`config.mk`:
```
export PLATFORM = sky130hd
export DESIGN_NAME = jt10_dac_serial
export DESIGN_NICKNAME = d
export VERILOG_FILES = /design/src/rtl/jt10_dac_serial.sv
export SDC_FILE = /design/constraint.sdc
export NUM_CORES = 1
export LEC_CHECK = 0
export BUFFER_PORTS_ARGS = -buffer_cell sky130_fd_sc_hd__buf_2
export CAP_MARGIN = 0
export CORE_ASPECT_RATIO = 0.8
export CORE_MARGIN = 2
export CORE_UTILIZATION = 54
export CTS_CLUSTER_DIAMETER = 50
export DETAILED_ROUTE_END_ITERATION = 12
export GPL_TIMING_DRIVEN = 0
export PLACE_DENSITY = 0.76
export SETUP_SLACK_MARGIN = 0.1
export SYNTH_ARGS = -nofsm -noshare
export SYNTH_HDL_FRONTEND = slang
export SYNTH_SLANG_ARGS = --single-unit
export TNS_END_PERCENT = 50
```
`constraint.sdc`:
```
create_clock -name clk -period 3.6 [get_ports clk]
set_input_delay 0.72 -clock clk [delete_from_list [all_inputs] [get_ports clk]]
set_output_delay 0.72 -clock clk [all_outputs]
set_load 0.03 [all_outputs]
```
`src/rtl/jt10_dac_serial.sv`:
```
// Stereo 16-bit sums -> YM3016-style float words, shifted out on a bck/lrck/sdo DAC bus.
// Optional macro JT10_DAC_ROUND_EN: round-half-up mantissa with saturation instead of truncation.
module jt10_dac_serial #(
  parameter int DIV = 4
) (
  input  logic        clk,
  input  logic        rst,
  input  logic        clk_en,
  input  logic        sample,
  input  logic [15:0] left,
  input  logic [15:0] right,
  output logic        busy,
  output logic        bck,
  output logic        lrck,
  output logic        sdo,
  output logic        overrun
);

  localparam int TW = $clog2(DIV);
  localparam logic [TW-1:0] TICK_LAST = TW'(DIV - 1);
  localparam logic [TW-1:0] TICK_HALF = TW'(DIV / 2);

  typedef enum logic [1:0] {
    ST_IDLE  = 2'd0,
    ST_LOAD  = 2'd1,
    ST_SHIFT = 2'd2
  } state_t;

  state_t        state_r, state_s;
  logic [TW-1:0] tick_r, tick_s;
  logic [4:0]    bit_r, bit_s;
  logic [31:0]   shift_r, shift_s;
  logic [15:0]   hold_left_r, hold_right_r;
  logic          hold_full_r, hold_full_s;
  logic          last_s;
  logic          busy_s, bck_s, lrck_s, sdo_s, overrun_s;

  // exp is the narrowest window whose upper bits are pure sign extension
  function automatic logic [15:0] to_float(input logic [15:0] x);
    logic [15:0] top;
    logic [2:0]  e;
    logic [9:0]  m;
`ifdef JT10_DAC_ROUND_EN
    logic        rb;
`endif
    e = 3'd7;
    for (int i = 7; i >= 1; i--) begin
      top = 16'($signed(x) >>> (i + 8));
      e = (top == 16'h0000 || top == 16'hFFFF) ? 3'(i) : e;
    end
    m = 10'(x >> (e - 3'd1));
`ifdef JT10_DAC_ROUND_EN
    rb = 1'(x >> (e - 3'd2));
    if (e >= 3'd2 && rb) begin
      m = (m == 10'h1FF) ? 10'h1FF : m + 10'd1;
    end
`endif
    return {3'b000, m, e};
  endfunction

  assign last_s = (bit_r == 5'd31) && (tick_r == TICK_LAST);

  // FSM state register
  always_ff @(posedge clk) begin
    if (rst) begin
      state_r <= ST_IDLE;
    end else if (clk_en) begin
      state_r <= state_s;
    end
  end

  // FSM next state; a sample on the final tick chains straight into LOAD
  always_comb begin
    state_s = state_r;
    case (state_r)
      ST_IDLE:  state_s = hold_full_r ? ST_LOAD : ST_IDLE;
      ST_LOAD:  state_s = ST_SHIFT;
      ST_SHIFT: begin
        if (last_s) begin
          state_s = (hold_full_r || sample) ? ST_LOAD : ST_IDLE;
        end else begin
          state_s = ST_SHIFT;
        end
      end
      default:  state_s = ST_IDLE;
    endcase
  end

  // Next values of bit/tick counters, shift register and hold flag
  always_comb begin
    tick_s  = tick_r;
    bit_s   = bit_r;
    shift_s = shift_r;
    if (state_r == ST_LOAD) begin
      tick_s  = {TW{1'b0}};
      bit_s   = 5'd0;
      shift_s = {to_float(hold_right_r), to_float(hold_left_r)};
    end else if (state_r == ST_SHIFT && tick_r == TICK_LAST) begin
      tick_s  = {TW{1'b0}};
      bit_s   = bit_r + 5'd1;
      shift_s = {1'b0, shift_r[31:1]};
    end else if (state_r == ST_SHIFT) begin
      tick_s  = tick_r + TW'(1);
    end else begin
      tick_s  = {TW{1'b0}};
      bit_s   = 5'd0;
    end
    hold_full_s = sample | (hold_full_r & (state_r != ST_LOAD));
  end

  // FSM outputs, computed from the next state so the registered pins track the counters
  always_comb begin
    busy_s    = (state_s != ST_IDLE);
    bck_s     = (state_s == ST_SHIFT) && (tick_s >= TICK_HALF);
    lrck_s    = (state_s == ST_SHIFT) && bit_s[4];
    sdo_s     = (state_s == ST_SHIFT) && shift_s[0];
    overrun_s = sample && hold_full_r && (state_r != ST_LOAD);
  end

  // Datapath, hold buffer and registered outputs
  always_ff @(posedge clk) begin
    if (rst) begin
      tick_r       <= {TW{1'b0}};
      bit_r        <= 5'd0;
      shift_r      <= 32'h0000_0000;
      hold_left_r  <= 16'h0000;
      hold_right_r <= 16'h0000;
      hold_full_r  <= 1'b0;
      busy         <= 1'b0;
      bck          <= 1'b0;
      lrck         <= 1'b0;
      sdo          <= 1'b0;
      overrun      <= 1'b0;
    end else if (clk_en) begin
      tick_r      <= tick_s;
      bit_r       <= bit_s;
      shift_r     <= shift_s;
      hold_full_r <= hold_full_s;
      if (sample) begin
        hold_left_r  <= left;
        hold_right_r <= right;
      end
      busy    <= busy_s;
      bck     <= bck_s;
      lrck    <= lrck_s;
      sdo     <= sdo_s;
      overrun <= overrun_s;
    end
  end

endmodule
```
Word-level counts from Yosys, hierarchy flattened --
Cells that the tools add are included.
Operators by class: $add $sub $neg 4, bitwise gates (word level) 2, reduce and logical (&&, ||, !) cells 38, magnitude comparators 1, shift operators 2, eq/ne operators 19, mux-type cells 24
Operator list (number):
- 16-bit == test (second input constant) | 12
- 16-bit logical NOT | 12
- 32-bit two-way mux | 2
- 16-bit by 3-bit >> shifter with 10-bit output | 2
- 3-bit two-way mux | 6
- 2-bit two-way mux | 8
- 5-bit two-way mux | 3
- 1-bit logical OR | 13
- 1-bit logical AND | 7
- 2-bit == test (second input constant) | 3
- 2-bit one-hot mux with 3 select lines | 1
- 2-bit AND reduction | 3
- 3-bit by 1-bit subtractor with 3-bit output (second input constant) | 2
- 5-bit by 1-bit adder with 5-bit output (second input constant) | 1
- 5-bit == test (second input constant) | 1
- 1-bit two-way mux | 4
- 2-bit nonzero test | 2
- 3-bit by 2-bit != test with 1-bit output (second input constant) | 1
- 2-bit by 1-bit adder with 2-bit output (second input constant) | 1
- 2-bit by 1-bit == test with 1-bit output (second input constant) | 1
- 2-bit >= comparator (second input constant) | 1
- 2-bit logical NOT | 1
- 2-bit by 1-bit != test with 1-bit output (second input constant) | 1
- 1-bit AND | 1
- 1-bit OR | 1
Word-level totals: bits in registers 79, logic and storage cells 104, output and inout bits 5

Depth between registers and ports, before layout --
Gate-level depths: netlist (run 1).
depth after elaboration 12, gate-level depth with buffers 16, mapped depth without buffers 13

Worst setup path after synthesis (run 1) --
No wires, ideal clock.
path type register to register, start point register hold_left_r[14], end point register shift_r[3], period minus slack after synthesis 3.519 ns, setup slack 0.081 ns, data required time 3.476 ns, stages on the path, launching flop included 14, path buffers 3, arrival 3.395 ns, path through dfxtp_1 -> clkbuf_1 -> inv_1 -> ha_1 -> or3_1 -> a21o_4 -> buf_8 -> a21oi_4 -> buf_2 -> ha_1 -> inv_1 -> mux4_2 -> a221oi_2 -> a21oi_1
On the way: cells in the longest elaborated chain, start to end 11, elaborated cells on any way between the ends 27, classes of those cells add/sub: 1; eq/ne: 6; shift: 1; mux: 7; reduce/logical: 12
RTL lines:
- start, declared | RTL line 33 | logic [15:0] hold_left_r, hold_right_r;
- start signal, assigned | RTL line 140 | hold_left_r <= left;
- 16-bit == test / 16-bit logical NOT (equally long branches) | RTL line 49 | e = (top == 16'h0000 || top == 16'hFFFF) ? 3'(i) : e;
- 1-bit logical OR | RTL line 49
- 1-bit two-way mux | RTL line 49
- 2-bit two-way mux (2 in a row) | RTL line 49
- 3-bit two-way mux (3 in a row) | RTL line 49
- 3-bit by 1-bit subtractor with 3-bit output | RTL line 51 | m = 10'(x >> (e - 3'd1));
- 16-bit by 3-bit >> shifter with 10-bit output * | RTL line 51
- 32-bit two-way mux * | RTL line 94 | if (state_r == ST_LOAD) begin
- end signal, assigned | RTL line 137 | shift_r <= shift_s;
- end, declared | RTL line 32 | logic [31:0] shift_r, shift_s;
Every way passes the cells marked *; elsewhere a longest branch is shown, timed or not. A chain may end at the register's enable or synchronous reset.

Final worst setup path (run 1) --
start point register hold_left_r[14], end point register shift_r[8]
The elaborated chain is that of the path after synthesis.

==> results by group, run 1 <==
Pwr
  • Leak: approximately 2.0 nW
  • Switch share: 0.3521
  • Sequential share of power: 0.388
  • Clk pwr share: 0.293
  • Comb power frac: 0.319
  • Internal Pwr Total: 0.001530 W
  • Switch Pwr: around 0.00083 W
  • VDD IR max: around 0.26 mV
  • Pwr Density: ~430 nW/um^2
  • Power, Total: 0.002361 W

Detailed routing
  • Routed len/inst: approximately 17 um
  • DR iter-0 viols: about 560
  • First drt pass iteration count: 5
  • Overall routed net length: between 10000 and 15000 um
  • Via density: between 6 and 7
  • # DRC: 0
  • DRT antenna net count: 0
  • Via count: roughly 5000

Global route
  • Grt ovf: 0
  • Number of global-route vias before repair: 4473
  • First-pass GRT wire length: 21850 um
  • Initial antenna violation count: 0
  • GRT Overall Usage: 0.2907
  • Largest net degree at the start of global routing: 15

Synth
  • Seq/Total Area, Yosys: 0.3289
  • Syn_area_per_cell: 7.671 sq um
  • Synth Net Count: about 660
  • Cells after synthesis: about 620
  • Cell Area, Synth: 4748 sq um
  • Count leader, synth: nand2_1
  • Synth warn: 0
  • Area leader, netlist: dfxtp_1
  • Post-synth ARST share: 0
  • Flops & latches, synth: between 70 and 80
  • Synth unique cells: 72
  • Synth top area cells: dfxtp_1 (33%), nand2_1 (8.4%), a21oi_1 (7.5%)
  • Synth cell count leaders: nand2_1 (106), dfxtp_1 (78), a21oi_1 (71)
  • Synth top area share: 0.3289
  • Ys flop type: dfxtp_1
  • Post-synth EDFFs: 0

Floorplan
  • Die width: around 110 um
  • Die area: roughly 9600 sq um
  • Row cnt: 30
  • Core Box Area: roughly 8500 sq um
  • Initial Util: 0.5573
  • Die height: 87.87 um
  • Num ports: 41

Critical path
  • Crit path required time: roughly 3900 ps
  • CP endpoint kind: flip-flop
  • CP Class: reg -> reg
  • Crit path DAT: between 3000 and 4000 ps
  • Largest fanout on the critical path: 10
  • Critical path startpoint category: flip-flop

Place
  • IO Port Bufs: 40
  • HPWL Detailed: ~9700 um
  • RD Place Congestion: around 0.93

Layout
  • Filler Cells Inserted: between 700 and 800
  • Antenna diode count: 0
  • Share of cells above drive strength 1: 0.1826
  • Area Overhead vs Synth: 15.13%
  • Nets: 719

Clock network
  • TritonCTS clock tree: yes
  • Num Clock Sinks: slightly below 80
  • Root Buffer: clkbuf_8
  • Worst-path clk slew: around 90 ps
  • CTS Buffer Depth: 2
  • Skew-Pair Late Insertion Delay: 360 ps
  • Total clock buffers created by CTS: 9
  • H-Tree Level Count: 3

Outcome
  • Status: finished, final reports clean

Timing
  • Tmin final: around 3400 ps
  • Worst-Margin Slew: 682.2 ps
  • Relative slew slack: 0.5452
  • Final Hold Fails: 0
  • Final Setup Violations: 0
  • Final period utilization: 0.9349
  • Skew final: between 10 and 15 ps
  • Fin. max-slew vios: 0
  • Fmax: 297.1 MHz
  • RSZ-0062 raised after global routing: yes
  • Min Hold Slack: between 400 and 500 ps

Flow run
  • Max Cap Viol: 0

Hold path
  • Min-delay worst type: reg -> reg
[routing by layer]
metal | GRT usage | vias up | wire, um
met5 | 0 | - | 0
met4 | 0.08508 | 0 | 180
met2 | 0.4358 | 261 | 5675
met3 | 0.06622 | 23 | 1251
li1 | - | 2392 | -
met1 | 0.4186 | 2296 | 6332
[kinds of logic (layout without fill, tap and decap cells)]
logic type	after synthesis	after routing	synth area share
AOI/OAI and AO/OA	212	212	0.2986
and+or+nand+nor	224	224	0.2153
xor gates and xnor gates	3	3	0.005535
muxes	23	23	0.06509
adders and majority gates	9	9	0.02372
buffers and inverters	70	130	0.06298
DFF	78	78	0.3289
[repair_timing]
item                                    4_1_cts  5_1_grt
endpoints found under the setup margin       20       20
resized for setup                            13       28
hold buffers                                  0        0
pin swaps                                     1        1
buffers inserted                              2        3
[worst max-delay path: stages (launching register included)]
cell,delay [ps]
dfxtp_2,370
buf_4,200
inv_1,120
ha_1,310
or3_1,420
a21o_4,240
buf_8,130
a21oi_4,190
buf_6,170
ha_1,270
clkbuf_2,190
nand2b_1,120
nor2_1,40
a21oi_1,170
nand3_1,120
a31oi_1,200
[area by class of cell]
type                            instances  area [sq um]  share of cell area
Clock buffer                           10         137.6             0.02518
Buffer                                 50         247.7             0.04532
Clock inverter                          6         68.82             0.01259
Inverter                               19         72.57             0.01328
Multi-Input combinational cell        471          2999              0.5486
Tap cell                              112         140.1             0.02564
Timing Repair Buffer                   45         237.7             0.04349
Sequential cell                        78          1563              0.2859
[power by group through the flow]
stage | clock, W | combinational [W] | sequential (W)
detailed placement | 0 | 0.000663 | 0.000934
finish | 0.000692 | 0.000754 | 0.000915
global route | 0.000736 | 0.000817 | 0.000919
floorplan | 0 | 0.000515 | 0.000928
CTS | 0.000702 | 0.000688 | 0.000914
global placement | 0 | 0.000654 | 0.000932
[final timing paths]
kind / start / to / slack [ps] / cells past startpoint
max reg2reg: hold_left_r[14] / shift_r[8] / 230 / 15
max: hold_left_r[14] / shift_r[8] / 230 / 15
min: lrck / lrck / 460 / 2
min reg2reg: lrck / lrck / 460 / 2
[cell usage in the layout (no fill, tap or decap), types with 6 or more instances in the layout]
cell type and instances:
a211oi_1 7, a21oi_1 70, a22oi_1 11, a31oi_1 16
and3_1 9, buf_2 43, buf_4 7, clkbuf_1 31
clkbuf_8 10, dfxtp_1 77, ha_1 8, inv_1 17
mux2_2 10, mux2i_1 8, nand2_1 106, nand3_1 29
nor2_1 33, nor3_1 8, o211ai_1 11, o21ai_0 38
o221ai_1 6
[sequential cells by signal (all words and copies together) (netlist names), 2 cells and up]
name          flops
shift_r          31
state_r           2
hold_right_r     16
hold_left_r      16
bit_r             5
tick_r            2
[through the flow]
step           instances  worst slack [ps]  utilization  area [sq um]  TNS, ps
2_1_floorplan        619             230.2            -          4750        0
3_3_place_gp         771            -355.5       0.5974          5090    -3208
3_5_place_dp         771            -422.9       0.5974          5090    -4555
4_1_cts              788             132.2       0.6273          5345        0
5_1_grt              791             67.69       0.6416          5466        0
6_report             791             234.4       0.6416          5466        0
Power figures use the tool's default switching activity.
==> inputs of run 2 (changes only) <==
Settings changed: ABC_CLOCK_PERIOD_IN_PS set to 3960, CORE_UTILIZATION 54 to 65, CTS_BUF_LIST set to sky130_fd_sc_hd__clkbuf_4 sky130_fd_sc_hd__clkbuf_8, PLACE_DENSITY 0.76 to 0.86.
Clock period 3.6 ns to 3.96 ns, I/O delays scaled along.
==> run 2 against run 1 <==
Combinational power down 14%; largest power group unchanged; final cell count down 3.5%; highest routed layer unchanged; maximum frequency down 8.6%; utilization up 11 points; largest cell class unchanged; via count up 1.5%; critical endpoint is now shift_r[3].
==> results by group, run 2 (same netlist as run 1, synthesis figures left out) <==
Pwr
  • Switch Pwr: 0.0007413 W (was 0.0008313 W)
  • Clk pwr share: 0.276 (was 0.293)
  • Comb power frac: 0.316 (was 0.319)
  • Internal Pwr Total: 0.001300 W (was 0.001530 W)
  • Leak: 1.977 nW (was 2.046 nW)
  • Power, Total: 0.002041 W (was 0.002361 W)
  • VDD IR max: 0.3019 mV (was 0.2639 mV)
  • Pwr Density: 386.7 nW/um^2 (was 432.0 nW/um^2)
  • Sequential share of power: 0.407 (was 0.388)
  • Switch share: 0.3632 (was 0.3521)

Clock network
  • Skew-Pair Late Insertion Delay: 360 ps (about the same)
  • H-Tree Level Count: 3 (unchanged)
  • TritonCTS clock tree: yes (unchanged)
  • Total clock buffers created by CTS: 9 (unchanged)
  • Num Clock Sinks: 78 (unchanged)
  • Worst-path clk slew: 90 ps (about the same)
  • CTS Buffer Depth: 2 (unchanged)
  • Root Buffer: clkbuf_8 (unchanged)

Timing
  • Final Hold Fails: 0 (unchanged)
  • RSZ-0062 raised after global routing: yes (unchanged)
  • Final period utilization: 0.9297 (was 0.9349)
  • Fin. max-slew vios: 0 (unchanged)
  • Min Hold Slack: 469.9 ps (was 464.5 ps)
  • Relative slew slack: 0.5022 (was 0.5452)
  • Tmin final: 3682 ps (was 3366 ps)
  • Skew final: 16.02 ps (was 13.25 ps)
  • Fin worst setup slack: 278.4 ps (was 234.4 ps)
  • Fmax: 271.6 MHz (was 297.1 MHz)
  • Final Setup Violations: 0 (unchanged)
  • Worst-Margin Slew: 746.7 ps (was 682.2 ps)

Global route
  • Grt ovf: 0 (unchanged)
  • Initial antenna violation count: 0 (unchanged)
  • Number of global-route vias before repair: 4577 (was 4473)
  • Largest net degree at the start of global routing: 15 (unchanged)
  • GRT Overall Usage: 0.3402 (was 0.2907)
  • First-pass GRT wire length: 21710 um (was 21850 um)

Detailed routing
  • Routed len/inst: 17.45 um (was 16.99 um)
  • # DRC: 0 (unchanged)
  • Met3 routed WL: 1303 um (was 1251 um)
  • DR iter-0 viols: 501 (was 555)
  • First drt pass iteration count: 7 (was 5)
  • DRT met1 WL: 5859 um (was 6332 um)
  • Overall routed net length: 13310 um (was 13440 um)
  • DRT antenna net count: 0 (unchanged)
  • Max Used Layer: met4 (unchanged)
  • Metal2 WL: 5916 um (was 5675 um)
  • Via density: 6.615 (was 6.286)
  • Via count: 5047 (was 4972)

Floorplan
  • Die area: 8009 sq um (was 9564 sq um)
  • Num ports: 41 (unchanged)
  • Core Box Area: 6993 sq um (was 8521 sq um)
  • Initial Util: 0.6790 (was 0.5573)
  • Die height: 80.45 um (was 87.87 um)
  • Die width: 99.56 um (was 108.8 um)
  • Row cnt: 27 (was 30)

Layout
  • Top flop regs: shift_r (31), hold_left_r (16), hold_right_r (16) (unchanged)
  • Share of cells above drive strength 1: 0.1553 (was 0.1826)
  • Register area: 1562 sq um (was 1563 sq um)
  • Filler Cells Inserted: 545 (was 775)
  • Nets: 716 (was 719)
  • Most common cell after layout, fill and taps aside: nand2_1 (unchanged)
  • Footprint of the multi-input gates: 2908 sq um (was 2999 sq um)
  • Most frequent cells in the layout: nand2_1 (106), dfxtp_1 (78), a21oi_1 (70) (was nand2_1 (106), dfxtp_1 (77), a21oi_1 (70))
  • Antenna diode count: 0 (unchanged)
  • Non-filler instance count after layout: 763 (was 791)
  • Area Overhead vs Synth: 11.15% (was 15.13%)
  • Max reg flops: 31 (unchanged)
  • Biggest register: shift_r (unchanged)

Hold path
  • Min-delay worst type: reg -> reg (unchanged)
  • Hold_sp: lrck (unchanged)

Critical path
  • Crit path required time: 4190 ps (was 3880 ps)
  • Largest fanout on the critical path: 10 (unchanged)
  • Family with the most delay on the worst path: buffers and inverters (unchanged)
  • CP endpoint kind: flip-flop (unchanged)
  • Slowest CP cell: or3_1 (unchanged)
  • Worst flop-to-flop path startpoint: hold_left_r[14] (unchanged)
  • Crit path buf inv count: 5 (unchanged)
  • CP Class: reg -> reg (unchanged)
  • Critical path startpoint category: flip-flop (unchanged)
  • Max incr delay on CP: 420 ps (about the same)
  • Critical Path, Cell by Cell: clkbuf_2 > inv_1 > ha_1 > or3_1 > a21o_4 > buf_8 > a21oi_4 > buf_4 > ha_1 > inv_1 > mux4_2 > a221oi_2 > a21oi_1 (was buf_4 > inv_1 > ha_1 > or3_1 > a21o_4 > buf_8 > a21oi_4 > buf_6 > ha_1 > clkbuf_2 > nand2b_1 > nor2_1 > a21oi_1 > nand3_1 > a31oi_1)
  • Critical path startpoint: hold_left_r[14] (unchanged)
  • Crit path DAT: 3910 ps (was 3650 ps)

Outcome
  • Status: finished, final reports clean (unchanged)

Place
  • IO Port Bufs: 40 (unchanged)
  • HPWL Detailed: 9549 um (was 9675 um)
  • Dpl cells: 746 (was 771)
  • RD Place Congestion: 0.9449 (was 0.9338)
  • Setup WS pre-CTS: -144.5 ps (was -422.9 ps)

Flow run
  • Max Cap Viol: 0 (unchanged)
-- run 2: cell type report --
type	instances	area share
Multi-Input combinational cell	471	0.5510
Sequential cell	78	0.2959
Buffer	50	0.04362
Timing Repair Buffer	42	0.04078
Clock buffer	10	0.02608
Tap cell	87	0.02063
Inverter	19	0.01375
Clock inverter	6	0.008298
-- run 2: worst register-to-register path, delay by kind of cell, from the launching register on --
kind            cells  cell delay, ps
flops               1             390
buf+inv             5             990
compound gates      4             770
mux                 1             390
fa+ha+maj           2             600
simple gates        1             420
-- run 2: timing repair --
action                                  CTS  global route
endpoints found under the setup margin   13            11
gates cloned                              0             0
buffers inserted                          1             1
hold buffers                              0             0
pin swaps                                 1             0
resized for setup                         6             5
-- run 2: layer usage --
layer	global-route usage	vias to the layer above
met2	0.5311	282
met3	0.05918	30
met1	0.4744	2355
li1	-	2380
met5	0.02797	-
met4	0.1151	0
-- run 2: power by group through the flow --
stage | clock network, W | registers [W] | logic [W]
final | 0.000564 | 0.000832 | 0.000646
after global routing | 0.000597 | 0.000835 | 0.000700
after CTS | 0.000567 | 0.000830 | 0.000623
after detailed placement | 0 | 0.000849 | 0.000608
after global placement | 0 | 0.000847 | 0.000591
after floorplan | 0 | 0.000844 | 0.000468
-- run 2: final timing paths --
path | endpoint | slack [ps] | cells past startpoint
min reg2reg | lrck | 470 | 2
max reg2reg | shift_r[3] | 280 | 13
max | shift_r[3] | 280 | 13
min | lrck | 470 | 2
-- run 2: metrics by stage --
step           area, sq um  utilization  setup TNS [ps]
3_5_place_dp          5057       0.7232          -894.9
3_3_place_gp          5057       0.7232          -33.44
5_1_grt               5278       0.7547               0
4_1_cts               5259       0.7520               0
2_1_floorplan         4748            -               0
6_report              5278       0.7547               0
==> inputs of run 3 (changes only) <==
Settings changed: BUFFER_PORTS_ARGS -buffer_cell sky130_fd_sc_hd__buf_2 to unset, DONT_BUFFER_PORTS set to 1, PLACE_DENSITY 0.86 to 0.81.
==> run 3 against run 2 <==
Clock skew fell by 5.6 ps; power rose by 2.6%; critical path depth unchanged; die area is the same; sequential power about the same; critical path type unchanged; largest cell class unchanged.
==> results by group, run 3 (same netlist as run 1, synthesis figures left out) <==
Clock network
  • Total clock buffers created by CTS: 9 (unchanged)
  • Num Clock Sinks: 78 (unchanged)
  • Skew-Pair Late Insertion Delay: 350 ps (was 360 ps)
  • Root Buffer: clkbuf_8 (unchanged)
  • TritonCTS clock tree: yes (unchanged)
  • Worst-path clk slew: 80 ps (was 90 ps)
  • H-Tree Level Count: 3 (unchanged)
  • CTS Buffer Depth: 2 (unchanged)

Pwr
  • Internal Pwr Total: 0.001373 W (was 0.001300 W)
  • Leak: 1.839 nW (was 1.977 nW)
  • Switch Pwr: 0.0007204 W (was 0.0007413 W)
  • VDD IR max: 0.2727 mV (was 0.3019 mV)
  • Comb power frac: 0.301 (was 0.316)
  • Pwr Density: 407.5 nW/um^2 (was 386.7 nW/um^2)
  • Switch share: 0.3442 (was 0.3632)
  • Clk pwr share: 0.301 (was 0.276)
  • Sequential share of power: 0.398 (was 0.407)

Layout
  • Antenna diode count: 0 (unchanged)
  • Share of cells above drive strength 1: 0.1068 (was 0.1553)
  • Filler Cells Inserted: 572 (was 545)
  • Max reg flops: 31 (unchanged)
  • Area Overhead vs Synth: 8.169% (was 11.15%)
  • Nets: 678 (was 716)
  • Most frequent cells in the layout: nand2_1 (106), dfxtp_1 (78), a21oi_1 (70) (unchanged)
  • Biggest register: shift_r (unchanged)
  • Top flop regs: shift_r (31), hold_left_r (16), hold_right_r (16) (unchanged)
  • Most common cell after layout, fill and taps aside: nand2_1 (unchanged)
  • Register area: 1562 sq um (unchanged)
  • Footprint of the multi-input gates: 2925 sq um (was 2908 sq um)

Detailed routing
  • Routed len/inst: 18.08 um (was 17.45 um)
  • First drt pass iteration count: 6 (was 7)
  • Overall routed net length: 13090 um (was 13310 um)
  • DR iter-0 viols: 484 (was 501)
  • DRT antenna net count: 0 (unchanged)
  • Via count: 4834 (was 5047)
  • # DRC: 0 (unchanged)
  • Via density: 6.677 (was 6.615)

Global route
  • Initial antenna violation count: 0 (unchanged)
  • Grt ovf: 0 (unchanged)
  • First-pass GRT wire length: 21620 um (was 21710 um)
  • Number of global-route vias before repair: 4379 (was 4577)
  • GRT Overall Usage: 0.3380 (was 0.3402)
  • Largest net degree at the start of global routing: 14 (was 15)

Outcome
  • Status: finished, final reports clean (unchanged)

Hold path
  • Min-delay worst type: reg -> reg (unchanged)

Floorplan
  • Initial Util: 0.6790 (unchanged)
  • Die area: 8009 sq um (unchanged)
  • Die width: 99.56 um (unchanged)
  • Die height: 80.45 um (unchanged)
  • Row cnt: 27 (unchanged)
  • Num ports: 41 (unchanged)
  • Core Box Area: 6993 sq um (unchanged)

Timing
  • Relative slew slack: 0.5312 (was 0.5022)
  • Final Hold Fails: 0 (unchanged)
  • Final period utilization: 0.9425 (was 0.9297)
  • Min Hold Slack: 460.0 ps (was 469.9 ps)
  • Skew final: 10.41 ps (was 16.02 ps)
  • Worst-Margin Slew: 703.2 ps (was 746.7 ps)
  • Setup total negative slack: 0 ps (unchanged)
  • Final Setup Violations: 0 (unchanged)
  • Tmin final: 3732 ps (was 3682 ps)
  • Fmax: 267.9 MHz (was 271.6 MHz)
  • RSZ-0062 raised after global routing: no (was yes)
  • Fin. max-slew vios: 0 (unchanged)

Critical path
  • Largest fanout on the critical path: 10 (unchanged)
  • Critical path startpoint category: flip-flop (unchanged)
  • Crit path DAT: 3970 ps (was 3910 ps)
  • Family with the most delay on the worst path: buffers and inverters (unchanged)
  • Crit path buf inv count: 5 (unchanged)
  • CP Class: reg -> reg (unchanged)
  • Max incr delay on CP: 420 ps (about the same)
  • Slowest CP cell: or3_1 (unchanged)
  • Crit path required time: 4200 ps (was 4190 ps)
  • Critical Path, Cell by Cell: clkbuf_2 > inv_1 > ha_1 > or3_1 > a21o_4 > buf_8 > a21oi_4 > buf_4 > ha_1 > inv_1 > mux4_2 > a221oi_2 > a21oi_1 (unchanged)
  • CP endpoint kind: flip-flop (unchanged)

Flow run
  • Max Cap Viol: 0 (unchanged)

Place
  • IO Port Bufs: 0 (was 40)
  • RD Place Congestion: 0.9312 (was 0.9449)
  • HPWL Detailed: 9541 um (was 9549 um)
==> run 3: cell types whose count changed in the layout (fill, tap and decap cells not counted), moves of 2 or more <==
cell | previous run | this run
buf_4 | 4 | 6
clkinv_2 | 3 | 1
buf_2 | 44 | 3
clkbuf_2 | 3 | 5
==> run 3: layer usage <==
metal,GRT usage,share of wire
met5,0,0
met4,0.09452,0.015
met3,0.06614,0.099
met2,0.5115,0.44
met1,0.4898,0.45
==> run 3: worst min-delay path: stages (launching register included) <==
cell     delay, ps
dfxtp_1        310
nand2_1         50
a21oi_1         50
==> run 3: power groups by stage <==
| stage | clock network (W) | logic (W) | registers [W] |
|---|---|---|---|
| after CTS | 0.000633 | 0.000592 | 0.000832 |
| after global routing | 0.000661 | 0.000687 | 0.000836 |
| after floorplan | 0 | 0.000468 | 0.000844 |
| after detailed placement | 0 | 0.000585 | 0.000850 |
| after global placement | 0 | 0.000573 | 0.000850 |
| final | 0.000630 | 0.000630 | 0.000833 |
==> run 3: layout make-up <==
cell class / count / share of cell area
flip-flops and latches: 78 / 0.3040
well taps: 87 / 0.02119
plain buffers: 50 / 0.04507
multi-input cells: 471 / 0.5695
clock inverters: 4 / 0.01072
repair buffers: 4 / 0.005847
clock buffers: 11 / 0.02948
inverters: 19 / 0.01413
==> run 3: path summary, 6_finish.rpt <==
kind                    from  depth (start not counted)  slack (ps)              end
max          hold_left_r[14]                         13         230       shift_r[3]
min          hold_right_r[0]                          2         460  hold_right_r[0]
max reg2reg  hold_left_r[14]                         13         230       shift_r[3]
min reg2reg  hold_right_r[0]                          2         460  hold_right_r[0]
==> run 3: repair_timing <==
action,4_1_cts,5_1_grt
resized for setup,4,12
pin swaps,1,1
setup endpoints to repair,14,20
hold buffers,0,0
setup buffers,0,4
==> run 3: stage by stage <==
step / setup slack [ps] / utilization / std cells / cell area [sq um] / power [W]
floorplan: 441.1 / - / 619 / 4748 / 0.001311
global placement: -46.65 / 0.6946 / 706 / 4857 / 0.001422
detailed placement: -171.0 / 0.6946 / 706 / 4857 / 0.001436
CTS: 56.30 / 0.7255 / 721 / 5074 / 0.002058
global route: 100.6 / 0.7345 / 724 / 5136 / 0.002184
finish: 227.7 / 0.7345 / 724 / 5136 / 0.002093
